<file path="config.mk">
export PLATFORM = sky130hd
export DESIGN_NAME = bus_rr_router_gen2
export DESIGN_NICKNAME = d
export VERILOG_FILES = /design/src/rtl/bus_rr_router_gen2.sv
export SDC_FILE = /design/constraint.sdc
export NUM_CORES = 1
export LEC_CHECK = 0
export CAP_MARGIN = 20
export CORE_ASPECT_RATIO = 1.5
export CORE_MARGIN = 5
export CORE_UTILIZATION = 47
export CTS_CLUSTER_DIAMETER = 200
export DETAILED_ROUTE_END_ITERATION = 10
export PLACE_DENSITY_LB_ADDON = 0.1
export SLEW_MARGIN = 10
export SYNTH_ARGS = -nofsm -noshare
export SYNTH_HDL_FRONTEND = slang
export SYNTH_SLANG_ARGS = --single-unit
</file>
<file path="constraint.sdc">
create_clock -name clk -period 4.1 [get_ports clk]
set_clock_uncertainty 0.05 [all_clocks]
set_input_delay 0.615 -clock clk [delete_from_list [all_inputs] [get_ports clk]]
set_output_delay 0.615 -clock clk [all_outputs]
set_load 0.02 [all_outputs]
</file>
<file path="src/rtl/bus_rr_router_gen2.sv">
// Round-robin arbiter/router: pops one show-ahead FIFO at a time and unicasts or broadcasts the packet.
// Min 4 cycles per packet; push waits until no target is full; bad destinations dropped and counted.
module bus_rr_router_gen2 #(
    parameter int              PCKG_SZ = 16,
    parameter int              DRVS    = 4,
    parameter int              ID_W    = 8,
    parameter logic [ID_W-1:0] BCAST   = 8'hFF,
    parameter int              CNT_W   = 16,
    localparam int             GW      = $clog2(DRVS)
) (
    input  logic                    clk,
    input  logic                    reset,
    input  logic [DRVS-1:0]         pndng,
    input  logic [DRVS*PCKG_SZ-1:0] D_pop,
    output logic [DRVS-1:0]         pop,
    input  logic [DRVS-1:0]         full,
    output logic [DRVS-1:0]         push,
    output logic [PCKG_SZ-1:0]      D_push,
    output logic                    busy,
    output logic [GW-1:0]           grant_id,
    output logic                    drop_pulse,
    output logic [CNT_W-1:0]        drop_cnt
);

    typedef enum logic [2:0] {S_IDLE, S_POP, S_ROUTE, S_PUSH, S_DROP} state_t;

    state_t               state;
    logic [GW-1:0]        last_grant;
    logic [GW-1:0]        nxt_grant;
    logic [PCKG_SZ-1:0]   pkt_q;
    logic [DRVS-1:0]      mask_q;
    logic [ID_W-1:0]      dst;
    logic [DRVS-1:0]      src_oh;
    logic [DRVS-1:0]      uni;
    logic [DRVS-1:0]      tmask;
    logic                 route_ok;
    logic                 found;

    assign D_push = pkt_q;

    // First pending port strictly after last_grant, wrapping.
    always_comb begin
        nxt_grant = last_grant;
        found     = 1'b0;
        for (int off = 1; off <= DRVS; off++) begin
            int idx;
            idx = int'(last_grant) + off;
            if (idx >= DRVS) idx = idx - DRVS;
            if (!found && pndng[idx]) begin
                found     = 1'b1;
                nxt_grant = GW'(idx);
            end
        end
    end

    // The source bit is always masked off, so self-destination yields an empty mask.
    always_comb begin
        dst    = pkt_q[PCKG_SZ-1 -: ID_W];
        src_oh = '0;
        src_oh[grant_id] = 1'b1;
        for (int i = 0; i < DRVS; i++) uni[i] = (dst == ID_W'(i));
        if (dst == BCAST) tmask = ~src_oh;
        else              tmask = uni & ~src_oh;
        route_ok = |tmask;
    end

    always_ff @(posedge clk or posedge reset) begin
        if (reset) begin
            state      <= S_IDLE;
            last_grant <= GW'(DRVS - 1);
            grant_id   <= '0;
            pop        <= '0;
            push       <= '0;
            pkt_q      <= '0;
            mask_q     <= '0;
            busy       <= 1'b0;
            drop_pulse <= 1'b0;
            drop_cnt   <= '0;
        end else begin
            case (state)
                S_IDLE: begin
                    if (|pndng) begin
                        grant_id   <= nxt_grant;
                        last_grant <= nxt_grant;
                        pop        <= DRVS'(1) << nxt_grant;
                        busy       <= 1'b1;
                        state      <= S_POP;
                    end
                end
                S_POP: begin
                    pop   <= '0;
                    pkt_q <= D_pop[grant_id*PCKG_SZ +: PCKG_SZ];
                    state <= S_ROUTE;
                end
                S_ROUTE: begin
                    if (route_ok) begin
                        mask_q <= tmask;
                        if ((full & tmask) == '0) push <= tmask;
                        state <= S_PUSH;
                    end else begin
                        drop_pulse <= 1'b1;
                        if (~&drop_cnt) drop_cnt <= drop_cnt + 1'b1;
                        state <= S_DROP;
                    end
                end
                S_PUSH: begin
                    // A non-zero push means the strobe just went out this cycle.
                    if (|push) begin
                        push  <= '0;
                        busy  <= 1'b0;
                        state <= S_IDLE;
                    end else if ((full & mask_q) == '0) begin
                        push <= mask_q;
                    end
                end
                S_DROP: begin
                    drop_pulse <= 1'b0;
                    busy       <= 1'b0;
                    state      <= S_IDLE;
                end
                default: state <= S_IDLE;
            endcase
        end
    end

endmodule

</file>
==> results of run 1 <==
-- state kept, by name, summed over array words and instances, names as in the netlist --
signal / cells
drop_pulse: 1
last_grant: 2
D_push: 16
push: 4
pop: 4
grant_id: 2
mask_q: 4
busy: 1
drop_cnt: 16
state: 3
-- power groups by stage --
stage	logic [mW]	registers (mW)	clock network, mW
after floorplan	0.761	1.01	0
after global placement	1.33	0.946	0
after detailed placement	1.35	0.956	0
after CTS	1.35	0.947	0.356
after global routing	1.44	0.979	0.377
final	1.33	0.943	0.348
-- worst max path at each step --
stage	depth (start not counted)	slack, ns	start	end
3_5_place_dp	5	1.54	grant_id[1]	drop_cnt[1]
5_1_grt	1	1.33	grant_id[1]	grant_id[1]
2_1_floorplan	6	1.99	D_push[10]	push[0]
4_1_cts	1	1.37	grant_id[1]	grant_id[1]
3_3_place_gp	6	1.57	full[2]	push[3]
6_report	1	1.41	grant_id[1]	grant_id[1]
-- synth_stat cells, types with 2 or more instances --
cell type / instances / area share
dfrtp_1: 51 / 0.43
mux2_2: 26 / 0.099
mux4_2: 16 / 0.12
nor2_1: 14 / 0.018
nand2_1: 13 / 0.017
a21oi_1: 10 / 0.017
xnor2_1: 10 / 0.030
nand4_1: 9 / 0.019
nand3_1: 7 / 0.012
inv_1: 6 / 0.0076
xor2_1: 6 / 0.018
a22o_1: 5 / 0.015
and3_1: 5 / 0.011
nand3b_1: 5 / 0.013
buf_2: 4 / 0.0068
clkbuf_1: 4 / 0.0051
a31oi_1: 3 / 0.0064
nor4_1: 3 / 0.0064
dfstp_2: 2 / 0.018
nand2b_1: 2 / 0.0042
nand4b_1: 2 / 0.0060
nor2b_1: 2 / 0.0042
o21a_1: 2 / 0.0051
o21ai_0: 2 / 0.0034
o22ai_1: 2 / 0.0042
o31ai_1: 2 / 0.0051
-- metal layers --
metal	up-vias	track usage	part of all wire
li1	1137	-	-
met1	1192	0.218	0.36
met2	58	0.388	0.58
met3	9	0.0441	0.053
met4	0	0.0471	0.012
met5	-	0	0
-- cells by family (layout without fill, tap and decap cells) --
logic type	count (synthesis)	after routing	share of synthesized area
AND/OR/NAND/NOR	72	72	0.144
flip-flops	53	53	0.451
multiplexers	43	43	0.225
AO/OA/AOI/OAI	38	38	0.102
XOR/XNOR	16	16	0.0476
buffers and inverters	16	134	0.0259
adder cells (fa/ha/maj)	1	1	0.00425
-- final cells by class --
| type | instances | area, um^2 | area share |
|---|---|---|---|
| clock inverters | 2 | 35.0 | 0.00813 |
| inverters | 6 | 22.5 | 0.00523 |
| multi-input cells | 170 | 1540 | 0.358 |
| clock buffers | 6 | 72.6 | 0.0168 |
| well taps | 74 | 92.6 | 0.0215 |
| repair buffers | 120 | 1210 | 0.282 |
| flip-flops and latches | 53 | 1330 | 0.308 |
-- metrics by stage --
step           cells   util  worst slack, ns
6_report         431  0.703             1.41
5_1_grt          431  0.703             1.33
4_1_cts          431  0.703             1.37
3_5_place_dp     423  0.685             1.54
3_3_place_gp     422  0.681             1.57
2_1_floorplan    239      -             1.99
==> metrics.txt, run 1 <==
status=finished clean; # nets final=431; Psw=1.01 mW; commonest cells after routing, fill and taps aside=clkdlybuf4s50_1, dfrtp_1, mux2_2, mux4_2, nor2_1; num ports=118; Via density=5.56; Avg Cell Area, Syn=12.3 um^2; hold_buf cts=0; clock power share=0.133; Iter 0 DRT Violations=61; Die Area=7980 um^2; CP Class=reg -> out; Setup crit start kind=flip-flop; Sequential Power Share=0.360; synth-to-layout area growth=46.4%; Clock Latency Late Sink=0.31 ns; hold depth=1; DP HPWL=5960 um; crit path cell chain=clkdlybuf4s50_1; slowest stage delay, CP=0.96 ns; Net Count, Synth=314; hold endpoint=drop_cnt[10]; DR WL/cell=17.2 um; Synth Cell Area=2940 um^2; Reg2Reg Capture Point=drop_cnt[1]; Post-Route WL=7430 um; CTS tree=built; Internal Dissipation=1.61 mW; Synth warnings=0; TritonCTS Sinks=53; Post-CTS Setup Bufs=0; 1st-pass router iterations=4; Root Buffer=clkbuf_8; CTS Buffer Depth=2; die height=107 um; Slew Limit Fails=0; total power=2.62 mW; Synth cell types=52; CP arrival=2.03 ns; Final min period=2.69 ns; slowest cell on the critical path=dfrtp_1; Async SR Flop Fraction=1.00; Max Cap Viol=0; crit path max fanout=23; RSZ-0062 raised after global routing=false; pwr/cell area=608 nW/um^2; reg2reg setup slack=1.55 ns; vias in the first global route=2655; final hold violations=0; setup total negative slack=0 ns; Final Cell Area=4310 um^2; switch share=0.386; sequential element share of the synthesized area=0.451; RR Startpoint=grant_id[1]; ant diodes=0; most common cell after layout, fill and taps aside=clkdlybuf4s50_1; final worst-path cycle share=0.656; Reg clk slew, reported paths=0.10 ns; Fill cells=471; Comb pwr share=0.507; synthesized instance count=239; port bufs=117; Setup violations, final=0; hold slack=0.460 ns; worst path required time=3.43 ns; share of layout cells above drive strength 1=0.185; Initial Util=0.480; Horiz. Die Dim=74.6 um; main flop type after synthesis=dfrtp_1; initial antenna violation count=0; Vias=2396; Total GRT Usage=0.203; DR DRC count=0; number of buffers and inverters on the critical path=1; worst slew pin tran=0.940 ns; HP Class=reg -> reg; first-pass GRT wire length=12600 um; H-tree levels=2; row cnt=35; CP delay by family, top=flip-flops; CP endpoint kind=primary output; worst reg-to-reg path cell count=5; #FFs+latches synth=53; Slew Limit Headroom=0.368; total grt overflow=0; number of synthesized flops with an enable pin=0; RD Place Congestion=0.926; pin count of the biggest net entering global routing=31; Fmax achieved=0.372 GHz; core area=6130 um^2; Peak supply drop=0.327 mV; Post-DP Area=4200 um^2; static leakage=1.76 nW; PostCTS Resize Cnt=0; TritonCTS Buffers=5; min-delay src=drop_cnt[10]; Routed Antenna Nets=0
Note: power is estimated with default switching activity, not from simulation.
==> inputs of run 2 (changes only) <==
--- a/config.mk
+++ b/config.mk
@@ -8,7 +8,7 @@
 export CAP_MARGIN = 20
 export CORE_ASPECT_RATIO = 1.5
 export CORE_MARGIN = 5
-export CORE_UTILIZATION = 47
+export CORE_UTILIZATION = 39
 export CTS_CLUSTER_DIAMETER = 200
 export DETAILED_ROUTE_END_ITERATION = 10
 export PLACE_DENSITY_LB_ADDON = 0.1
==> constraint.sdc (replaced) <==
create_clock -name clk -period 2.29 [get_ports clk]
set_clock_uncertainty 0.05 [all_clocks]
set_input_delay 0.3435 -clock clk [delete_from_list [all_inputs] [get_ports clk]]
set_output_delay 0.3435 -clock clk [all_outputs]
set_load 0.02 [all_outputs]
==> run 2 against run 1 <==
  * Flip-flop and latch count unchanged
  * Largest cell class unchanged
  * Sequential power grew 63%
  * Largest power group unchanged
  * Critical endpoint is now push[1]
  * Combinational power rose by 98%
  * Worst hold slack worse by 0.12 ns
==> metrics.txt, run 2 (synthesis gave the netlist of run 1 again) <==
1st-pass router iterations=4 (unchanged); Horiz. Die Dim=80.9 um (+8.5%); CP arrival=2.37 ns (+0.34 ns); Post-Route WL=7640 um (+2.8%); worst setup path start=D_push[13]; Setup WS pre-CTS=-0.0182 ns (-1.55 ns); CTS tree=built; RSZ-0062 raised after global routing=false; Vias=2422 (+1.1%); Slew Limit Fails=0 (unchanged); total power=4.70 mW (+79%); Fmax achieved=0.449 GHz; static leakage=1.80 nW (+2.0%); Iter 0 DRT Violations=102 (+67%); Clock Latency Late Sink=0.31 ns (about the same); RR Startpoint=D_push[13]; ant diodes=0 (unchanged); hold slack=0.337 ns (-0.123 ns); Total GRT Usage=0.172 (-0.0310); Via density=5.18 (-6.9%); crit path max fanout=4 (-83%); final hold violations=0 (unchanged); CP endpoint kind=flip-flop; Die Area=9420 um^2 (+18%); total grt overflow=0 (unchanged); Fill cells=681 (+45%); initial antenna violation count=0 (unchanged); most common cell after layout, fill and taps aside=clkdlybuf4s50_1; vias in the first global route=2575 (-3.0%); pwr/cell area=1070 nW/um^2 (+76%); row cnt=38 (+8.6%); core area=7320 um^2 (+19%); Setup crit start kind=flip-flop; Peak supply drop=0.524 mV (+60%); CP Class=reg -> reg; RD Place Congestion=0.801 (-14%); Reg clk slew, reported paths=0.09 ns (about the same); first-pass GRT wire length=12500 um (-0.71%); DR WL/cell=16.3 um (-5.3%); Post-DP Area=4300 um^2 (+2.4%); DR DRC count=0 (unchanged); hold_buf cts=0 (unchanged); worst slew pin tran=0.941 ns (+0.00130 ns); pin count of the biggest net entering global routing=31 (unchanged); Routed Antenna Nets=0 (unchanged); worst path required time=2.44 ns (-0.99 ns); HP Class=in -> async; Max Cap Viol=0 (unchanged); TritonCTS Sinks=53 (unchanged); Initial Util=0.402 (-0.0781); # nets final=442 (+2.6%); Slew Limit Headroom=0.367 (-0.000875); Final Cell Area=4400 um^2 (+2.2%); share of layout cells above drive strength 1=0.212 (+0.0271); num ports=118 (unchanged); status=finished clean; CTS Buffer Depth=2 (unchanged); commonest cells after routing, fill and taps aside=clkdlybuf4s50_1, dfrtp_1, mux2_2, mux4_2, nor2_1; DP HPWL=5970 um (+0.30%); H-tree levels=2 (unchanged); Root Buffer=clkbuf_8; Final min period=2.23 ns; final worst-path cycle share=0.972; port bufs=117 (unchanged); TritonCTS Buffers=5 (unchanged); Setup violations, final=0 (unchanged); die height=116 um (+8.9%); crit path setup slack, layout=0.0644 ns (-1.34 ns); synth-to-layout area growth=49.6%
[run 2: cell count changes in the layout (fill, tap and decap cells not counted), sizes merged]
cell / previous run / this run
buf: 3 / 14
clkinv: 1 / 0
bufinv: 1 / 0
clkinvlp: 0 / 2
[run 2: layer usage]
layer  part of all wire  vias to the layer above  GRT usage
met4              0.017                        0     0.0451
met5                  0                        -          0
met1               0.38                     1185      0.195
li1                   -                     1163          -
met2               0.55                       62      0.320
met3              0.047                       12     0.0394
[run 2: final timing paths]
| kind | end | slack (ns) | cells after the start |
|---|---|---|---|
| setup reg to reg | push[1] | 0.06 | 7 |
| setup / recovery | push[1] | 0.06 | 7 |
| hold reg to reg | drop_cnt[7] | 0.45 | 1 |
| min in group clk | drop_cnt[7] | 0.45 | 1 |
| hold / removal | D_push[6] | 0.34 | 2 |
| max in group asynchronous | state[1] | 1.31 | 3 |
[run 2: area by class of cell]
cell class | count | area [um^2] | area share
clock inverter | 2 | 15.0 | 0.00341
timing repair buffer | 131 | 1290 | 0.294
clock buffer | 6 | 72.6 | 0.0165
multi-input combinational | 170 | 1550 | 0.351
inverter | 6 | 22.5 | 0.00512
tap | 100 | 125 | 0.0284
sequential | 53 | 1330 | 0.302
[run 2: what timing repair did]
| action | 4_1_cts | 5_1_grt |
|---|---|---|
| setup endpoints to repair | 0 | 5 |
| buffers inserted | 0 | 1 |
| gates resized for setup | 0 | 2 |
[run 2: critical path, stage by stage (launching register included)]
cell	delay, ns
dfrtp_1	0.44
nor4_4	0.36
buf_4	0.18
nand4b_1	0.14
a211oi_1	0.36
a221o_1	0.21
a221oi_4	0.09
mux2_2	0.29
[run 2: through the flow]
stage	setup TNS (ns)	std cells	utilization
finish	0	468	0.601
global route	0	468	0.601
CTS	0	467	0.599
detailed placement	-0.0555	459	0.587
global placement	0	459	0.587
floorplan	0	239	-
[run 2: report_power, final]
group	total [mW]	internal [mW]	switching (mW)
sequential	1.54	1.25	0.290
clock	0.532	0.216	0.315
combinational	2.63	1.39	1.24
total	4.70	2.85	1.85
